$ cat config.mk
export PLATFORM = sky130hd
export DESIGN_NAME = student_fir_sequencer
export DESIGN_NICKNAME = d
export VERILOG_FILES = /design/src/rtl/student_fir_seq_pkg.sv /design/src/rtl/student_fir_seq_sat.sv /design/src/rtl/student_fir_sequencer.sv
export SDC_FILE = /design/constraint.sdc
export NUM_CORES = 1
export LEC_CHECK = 0
export ABC_AREA = 1
export CAP_MARGIN = 20
export CORE_MARGIN = 3
export CORE_UTILIZATION = 40
export DETAILED_ROUTE_END_ITERATION = 8
export PLACE_DENSITY_LB_ADDON = 0.05
export SETUP_SLACK_MARGIN = 0.3
export SYNTH_ARGS = -nofsm -noshare
export SYNTH_HDL_FRONTEND = slang
export SYNTH_HIERARCHICAL = 1
export SYNTH_SLANG_ARGS = --single-unit
$ cat constraint.sdc
create_clock -name clk_i -period 2.9 [get_ports clk_i]
set_clock_uncertainty 0.2 [all_clocks]
set_input_delay 0.58 -clock clk_i [delete_from_list [all_inputs] [get_ports clk_i]]
set_output_delay 0.58 -clock clk_i [all_outputs]
set_load 0.1 [all_outputs]
$ cat src/rtl/student_fir_seq_pkg.sv
// Shared types and constants for the FIR sample sequencer.
package student_fir_seq_pkg;

    localparam int unsigned SHIFT_W = 6;

    typedef enum logic [1:0] {
        IDLE,
        ISSUE,
        WAIT,
        OUTPUT
    } fir_seq_state_e;

endpackage : student_fir_seq_pkg

$ cat src/rtl/student_fir_seq_sat.sv
// Arithmetic right shift of the wide FIR result, clamped to codec range.
module student_fir_seq_sat
    import student_fir_seq_pkg::*;
#(
    parameter int unsigned DATA_SIZE         = 16,
    parameter int unsigned DATA_SIZE_FIR_OUT = 64
) (
    input  logic signed [DATA_SIZE_FIR_OUT-1:0] y_i,
    input  logic        [SHIFT_W-1:0]           shift_i,
    output logic        [DATA_SIZE-1:0]         sat_o
);

    localparam logic signed [DATA_SIZE_FIR_OUT-1:0] SAT_MAX =
        {{(DATA_SIZE_FIR_OUT-DATA_SIZE+1){1'b0}}, {(DATA_SIZE-1){1'b1}}};
    localparam logic signed [DATA_SIZE_FIR_OUT-1:0] SAT_MIN =
        {{(DATA_SIZE_FIR_OUT-DATA_SIZE+1){1'b1}}, {(DATA_SIZE-1){1'b0}}};

    logic signed [DATA_SIZE_FIR_OUT-1:0] shifted;

    always_comb begin
        shifted = y_i >>> shift_i;
        if (shifted > SAT_MAX) begin
            sat_o = SAT_MAX[DATA_SIZE-1:0];
        end else if (shifted < SAT_MIN) begin
            sat_o = SAT_MIN[DATA_SIZE-1:0];
        end else begin
            sat_o = shifted[DATA_SIZE-1:0];
        end
    end

endmodule : student_fir_seq_sat

$ cat src/rtl/student_fir_sequencer.sv
// Per-frame sequencer between the I2S handler and the FIR: issue, wait, saturate, return.
module student_fir_sequencer
    import student_fir_seq_pkg::*;
#(
    parameter int unsigned DATA_SIZE         = 16,
    parameter int unsigned DATA_SIZE_FIR_OUT = 64,
    parameter int unsigned TIMEOUT_CYCLES    = 2048,
    parameter int unsigned CNT_WIDTH         = 16
) (
    input  logic                         clk_i,
    input  logic                         rst_ni,
    input  logic                         enable_i,
    input  logic                         bypass_i,
    input  logic [SHIFT_W-1:0]           shift_i,
    input  logic                         clear_cnt_i,
    input  logic                         iis_valid_i,
    input  logic [DATA_SIZE-1:0]         iis_sample_i,
    output logic                         fir_valid_o,
    output logic [DATA_SIZE-1:0]         fir_sample_o,
    input  logic                         fir_done_i,
    input  logic [DATA_SIZE_FIR_OUT-1:0] fir_y_i,
    output logic                         out_valid_o,
    output logic [DATA_SIZE-1:0]         out_sample_o,
    output logic                         busy_o,
    output logic [CNT_WIDTH-1:0]         overrun_cnt_o,
    output logic [CNT_WIDTH-1:0]         timeout_cnt_o
);

    localparam int unsigned TIMER_W = $clog2(TIMEOUT_CYCLES) + 1;
    localparam logic [TIMER_W-1:0] TIMER_LAST = TIMER_W'(TIMEOUT_CYCLES - 1);

    fir_seq_state_e         state_q, state_d;
    logic [DATA_SIZE-1:0]   sample_q, sample_d;
    logic                   bypass_q, bypass_d;
    logic [TIMER_W-1:0]     timer_q, timer_d;
    logic                   fir_valid_q, fir_valid_d;
    logic [DATA_SIZE-1:0]   fir_sample_q, fir_sample_d;
    logic                   out_valid_q, out_valid_d;
    logic [DATA_SIZE-1:0]   out_sample_q, out_sample_d;
    logic                   busy_q, busy_d;
    logic [CNT_WIDTH-1:0]   overrun_q, overrun_d;
    logic [CNT_WIDTH-1:0]   timeout_q, timeout_d;
    logic                   timeout_hit;
    logic [DATA_SIZE-1:0]   sat_y;

    student_fir_seq_sat #(
        .DATA_SIZE        (DATA_SIZE),
        .DATA_SIZE_FIR_OUT(DATA_SIZE_FIR_OUT)
    ) u_sat (
        .y_i    (fir_y_i),
        .shift_i(shift_i),
        .sat_o  (sat_y)
    );

    // Strobes are registered from the decision that produces them: the FIR
    // result strobes on entry to OUTPUT, the bypass result strobes on leaving it.
    always_comb begin
        state_d      = state_q;
        sample_d     = sample_q;
        bypass_d     = bypass_q;
        timer_d      = timer_q;
        fir_valid_d  = 1'b0;
        fir_sample_d = fir_sample_q;
        out_valid_d  = 1'b0;
        out_sample_d = out_sample_q;
        timeout_hit  = 1'b0;

        case (state_q)
            IDLE: begin
                if (iis_valid_i && enable_i) begin
                    sample_d = iis_sample_i;
                    bypass_d = bypass_i;
                    if (bypass_i) begin
                        state_d = OUTPUT;
                    end else begin
                        state_d      = ISSUE;
                        fir_valid_d  = 1'b1;
                        fir_sample_d = iis_sample_i;
                    end
                end
            end
            ISSUE: begin
                timer_d = '0;
                state_d = WAIT;
            end
            WAIT: begin
                if (fir_done_i) begin
                    out_valid_d  = 1'b1;
                    out_sample_d = sat_y;
                    state_d      = OUTPUT;
                end else if (timer_q == TIMER_LAST) begin
                    timeout_hit = 1'b1;
                    out_valid_d = 1'b1;
                    state_d     = OUTPUT;
                end else begin
                    timer_d = timer_q + TIMER_W'(1);
                end
            end
            OUTPUT: begin
                if (bypass_q) begin
                    out_valid_d  = 1'b1;
                    out_sample_d = sample_q;
                end
                state_d = IDLE;
            end
            default: state_d = IDLE;
        endcase

        busy_d = (state_d != IDLE);

        overrun_d = overrun_q;
        timeout_d = timeout_q;
        if (clear_cnt_i) begin
            overrun_d = '0;
            timeout_d = '0;
        end else begin
            if (iis_valid_i && (state_q != IDLE) && (overrun_q != '1)) begin
                overrun_d = overrun_q + CNT_WIDTH'(1);
            end
            if (timeout_hit && (timeout_q != '1)) begin
                timeout_d = timeout_q + CNT_WIDTH'(1);
            end
        end
    end

    always_ff @(posedge clk_i or negedge rst_ni) begin
        if (!rst_ni) begin
            state_q      <= IDLE;
            sample_q     <= '0;
            bypass_q     <= 1'b0;
            timer_q      <= '0;
            fir_valid_q  <= 1'b0;
            fir_sample_q <= '0;
            out_valid_q  <= 1'b0;
            out_sample_q <= '0;
            busy_q       <= 1'b0;
            overrun_q    <= '0;
            timeout_q    <= '0;
        end else begin
            state_q      <= state_d;
            sample_q     <= sample_d;
            bypass_q     <= bypass_d;
            timer_q      <= timer_d;
            fir_valid_q  <= fir_valid_d;
            fir_sample_q <= fir_sample_d;
            out_valid_q  <= out_valid_d;
            out_sample_q <= out_sample_d;
            busy_q       <= busy_d;
            overrun_q    <= overrun_d;
            timeout_q    <= timeout_d;
        end
    end

    assign fir_valid_o   = fir_valid_q;
    assign fir_sample_o  = fir_sample_q;
    assign out_valid_o   = out_valid_q;
    assign out_sample_o  = out_sample_q;
    assign busy_o        = busy_q;
    assign overrun_cnt_o = overrun_q;
    assign timeout_cnt_o = timeout_q;

endmodule : student_fir_sequencer

; ---- Word level (Yosys, flattened, before mapping)
; Index checks and enable logic that the tools add are counted.
[word_totals]
out_inout_bits = 67
input_bits = 93
ff_bits = 98
word_cells = 69
[classes]
add_sub_neg = 3
mux = 26
n_shift = 1
bitwise = 1
magnitude_cmp = 2
eq_ne = 10
reduce_logical = 15
[op_table]
columns = op, n
row1 = $mux 16, 8
row2 = $gt 64x16->1 const B, 1
row3 = $lt 64x16->1 const B, 1
row4 = $sshr 64x6->64, 1
row5 = $add 16x1->16 const B, 2
row6 = $ne 16x16->1 const B, 2
row7 = $pmux 16 s2, 1
row8 = $mux 12, 2
row9 = $pmux 12 s2, 1
row10 = $add 12x1->12 const B, 1
row11 = $eq 12x11->1 const B, 1
row12 = $reduce_bool 2->1, 6
row13 = $reduce_and 3->1, 3
row14 = $mux 1, 8
row15 = $mux 2, 4
row16 = $ne 2x2->1 const B, 4
row17 = $pmux 2 s4, 1
row18 = $eq 2x2->1 const B, 2
row19 = $logic_and 1x1->1, 4
row20 = $eq 2x1->1 const B, 1
row21 = $logic_not 2->1, 1
row22 = $pmux 1 s2, 1
row23 = $reduce_and 2->1, 1
row24 = $not 1->1, 1

; ---- Depth between registers and ports, before layout
[depth]
ltp_word = 7
ltp_mapped = 25
mapped_depth_nobuf = 22

; ---- Hierarchy
; The synthesis kept the hierarchy.
[modules_own_cells]
columns = mod, cells_per_inst, seq_area_each_um2, area_each_um2, n_inst
row1 = student_fir_sequencer, 635, 2452.4, 5061.1, 1
row2 = student_fir_seq_sat, 1008, 0.0, 4560.6, 1

; ---- Worst setup path before layout
; No wires, ideal clock.
[synth_path]
path_kind = input to register
startpoint = input shift_i[0]
endpoint = register out_sample_q[5] (netlist: out_sample_o[5])
setup_slack_ps = 205
setup_time_ps = 126
stages = 20
arrival_time_ps = 2369
n_path_buf = 4
cell_sequence = buf_6 > buf_6 > buf_6 > nand2_1 > nand3_1 > nand3_1 > nand3_1 > nand2_1 > nor2_1 > o21ai_1 > nand2_1 > nor2_1 > nand2_1 > nor2_1 > nand4_1 > nand2_2 > buf_6 > nand2_1 > mux2i_1 > a21oi_1
[synth_between]
elab_chain_len = 6
[synth_lines]
columns = item, line
row1 = from (decl), student_fir_sequencer.sv:14  ; input logic [SHIFT_W-1:0] shift_i,
row2 = $sshr 64x6->64 *, student_fir_seq_sat.sv:21  ; shifted = y_i >>> shift_i;
row3 = $lt 64x16->1, student_fir_seq_sat.sv:24  ; end else if (shifted < SAT_MIN) begin
row4 = $mux 16, student_fir_seq_sat.sv:24
row5 = $mux 16 *, student_fir_seq_sat.sv:22  ; if (shifted > SAT_MAX) begin
row6 = via sat_y[5], student_fir_sequencer.sv:44  ; logic [DATA_SIZE-1:0] sat_y;
row7 = $mux 16 *, student_fir_sequencer.sv:87  ; if (fir_done_i) begin
row8 = $pmux 16 s2 *, student_fir_sequencer.sv:68  ; case (state_q)
row9 = to (signal assigned), student_fir_sequencer.sv:147  ; out_sample_q <= out_sample_d;
row10 = to (decl), student_fir_sequencer.sv:39  ; logic [DATA_SIZE-1:0] out_sample_q, out_sample_d;
; Mark *: on every way through the listed nets, which the timed path passes. The rest lies on a longest branch. The select of a mux whose other input is x is not followed.
; A chain may end at the register's enable or synchronous reset.

; ---- Final worst setup path
[layout_path]
startpoint = input shift_i[0]
endpoint = register out_sample_q[6] (netlist: out_sample_o[6])
; Same word-level chain as after synthesis.

==> results.sh <==
export IMPL_outcome="finished with violations"
export IMPL_violations="setup timing"
export IMPL_max_freq_ghz=0.342
export IMPL_track_usage_pct=27.1
export IMPL_grt_antenna_before_repair=0
export IMPL_rows=56
export IMPL_worst_slew_pin_slew_ns=0.835
export IMPL_cp_common_cell="nand3_2"
export IMPL_place_ws_ns=-0.670
export IMPL_period_needed_ns=2.92
export IMPL_worst_slack_ns=-0.0224
export IMPL_syn_num_nets=1743
export IMPL_path_class="in2reg"
export IMPL_place_gp_congestion=0.950
export IMPL_cts_buffers=9
export IMPL_peakVddDrop_uv=626
export IMPL_path_clk_slew_ns=0.07
export IMPL_ys_top_cells_by_area="dfrtp_1 (25%), nand2_1 (23%), nand3_1 (22%), nor2_1 (4.8%), o21ai_0 (3.6%)"
export IMPL_dr_pass1_iters=5
export IMPL_power_total_uw=8110
export IMPL_die_area_sq_mm=0.0260
export IMPL_syn_area_per_cell_sq_um=5.86
export IMPL_yosysUniqueCellTypes=40
export IMPL_async_flop_share_pct=100
export IMPL_worst_path_max_delay_cell="nand4_1"
export IMPL_start_kind="input port"
export IMPL_start_util_pct=40.9
export IMPL_wire_per_inst_um=18.2
export IMPL_crit_chain="buf_12 -> buf_16 -> buf_8 -> nand2_2 -> nand3_2 -> nand3_2 -> nand3_2 -> a21oi_2 -> buf_4 -> o21ai_1 -> nor2_1 -> nand3_1 -> nor2_1 -> nand4_1 -> nand2_2 -> nand2_1 -> mux2i_1 -> a21oi_1"
export IMPL_drt_initial_drc_count=968
export IMPL_cp_slowest_stage_delay_ns=0.25
export IMPL_htreeDepth=3
export IMPL_area_growth_pct=56.7
export IMPL_synth_top_area_share_pct=25.5
export IMPL_slew_violations=0
export IMPL_cp_required_ns=2.91
export IMPL_viasPerCell=5.58
export IMPL_hp_class="in2async"
export IMPL_yosysMostFrequentCell="nand2_1"
export IMPL_drc_errors=0
export IMPL_cts_sinks=98
export IMPL_die_x_um=161
export IMPL_layout_drive_gt1_share_pct=36.9
export IMPL_nets=1989
export IMPL_setup_tns_final_ns=-0.104
export IMPL_maxCapViolations=0
export IMPL_hpwl_mm=28.0
export IMPL_seq_area_frac_synth_pct=25.5
export IMPL_synthCells=1643
export IMPL_place_inst=2170
export IMPL_ios=160
export IMPL_grt_max_degree=45
export IMPL_synth_edff_count=0
export IMPL_wl_mm=40.2
export IMPL_clk_latency_ns=0.34
export IMPL_yosys_top_cells_count="nand2_1 (591), nand3_1 (417), nor2_1 (124)"
export IMPL_period_share_pct=101
export IMPL_cp_end_kind="flip-flop"
export IMPL_portBuffers=159
export IMPL_num_antenna_cells=0
export IMPL_die_h_um=161
export IMPL_via_count=12356
export IMPL_yosys_warnings=6
export IMPL_cts_buffer_depth=2
export IMPL_syn_area_sq_mm=0.00962
export IMPL_grt_pass1_wl_mm=57.8
export IMPL_slew_headroom_pct=44.3
export IMPL_rrSetupSlack_ns=0.62
export IMPL_crit_path_max_fanout=8
export IMPL_hold_violations=0
export IMPL_synth_top_cell_by_area="dfrtp_1"
export IMPL_rsz0062_at_grt="true"
export IMPL_synth_main_ff_cell="dfrtp_1"
export IMPL_grt_remaining_overflow=0
export IMPL_arrival_ns=2.93
export IMPL_finalSetupViolCount=7
export IMPL_core_area_sq_mm=0.0235
export IMPL_cellPowerDensity_mw_per_mm2=538
export IMPL_postRouteAntennaNets=0
export IMPL_fin_cells=2213
export IMPL_ys_ff_latch=98
export IMPL_leakage_uw=0.00745
export IMPL_cts_tree="yes"
export IMPL_cts_root_buf="clkbuf_16"
export IMPL_grt_pass1_vias=11107
timing repair:
action	4_1_cts	5_1_grt
pin swaps	14	124
hold buffers	0	0
resized for setup	128	412
buffers inserted	2	12
setup endpoints to repair	15	15
cloned	3	10
power breakdown:
group          switching [uW]  internal [uW]
Sequential                274           1750
Combinational            3500           1400
Clock                     557            624
cells in the final DEF (no fill, tap or decap), types with 4 or more instances in the layout:
| cell type | n |
|---|---|
| a21oi_1 | 39 |
| a31oi_1 | 11 |
| buf_12 | 15 |
| buf_4 | 212 |
| buf_6 | 7 |
| clkbuf_16 | 15 |
| clkdlybuf4s50_1 | 44 |
| dfrtp_1 | 98 |
| dlymetal6s2s_1 | 40 |
| ha_1 | 7 |
| inv_1 | 61 |
| inv_2 | 7 |
| mux2i_1 | 18 |
| nand2_1 | 463 |
| nand2_2 | 121 |
| nand2_4 | 16 |
| nand3_1 | 159 |
| nand3_2 | 217 |
| nand3_4 | 42 |
| nand3b_1 | 5 |
| nand4_1 | 21 |
| nor2_1 | 118 |
| nor2_2 | 10 |
| nor2_4 | 6 |
| nor3_1 | 6 |
| o21ai_0 | 63 |
| o21ai_1 | 8 |
| o21ai_2 | 4 |
| o21bai_1 | 5 |
| xor2_1 | 13 |
path summary, 6_finish.rpt:
kind	start	endpoint	cells after the start
max	shift_i[0]	out_sample_o[6]	18
min	rst_ni	busy_o	1
max reg2reg	timer_q[0]	timeout_cnt_o[3]	8
min reg2reg	fir_sample_o[4]	fir_sample_o[4]	2
max in group asynchronous	rst_ni	fir_sample_o[2]	2
min in group clk_i	fir_sample_o[4]	fir_sample_o[4]	2
critical path, delay by kind of cell:
kind	cells	cell delay, ns
compound gates	3	0.33
buf+inv	4	0.57
mux	1	0.12
simple gates	10	1.31
sequential cells by signal, indices dropped and copies added (netlist names):
register / count
fir_sample_o: 16
out_sample_o: 16
overrun_cnt_o: 16
sample_q: 16
timeout_cnt_o: 16
timer_q: 12
state_q: 2
busy_o: 1
bypass_q: 1
fir_valid_o: 1
out_valid_o: 1
cell type report:
cell class,instances,area [sq um]
Multi-Input combinational cell,1374,8420
Tap cell,319,399
Timing Repair Buffer,334,3200
Sequential cell,98,2450
Inverter,71,294
Clock buffer,10,239
Timing Repair inverter,1,8.76
Fill cell,2178,8470
Clock inverter,6,55.1
logic make-up after synthesis:
kind of cell	synth area share, %
flip-flops	25.5
adder cells (fa/ha/maj)	0.910
AO/OA/AOI/OAI	8.56
buffers and inverters	8.49
multiplexers	1.87
XOR/XNOR	1.18
AND/OR/NAND/NOR	53.5
per-stage QoR:
step	hold WS, ns	instance area (sq um)	util (%)
finish	0.0381	15100	64.0
global route	0.0844	15100	64.0
CTS	0.0560	13100	55.6
detailed placement	0.275	12200	51.8
global placement	0.270	12200	51.8
floorplan	0.0844	9630	-
routing by layer:
| metal | track usage, % | share of wire, % |
|---|---|---|
| met2 | 46.0 | 47 |
| met4 | 4.89 | 3.2 |
| met3 | 2.92 | 6.4 |
| met5 | 0 | 0 |
| met1 | 38.0 | 44 |
No activity file was read; power rests on OpenSTA's default activity.
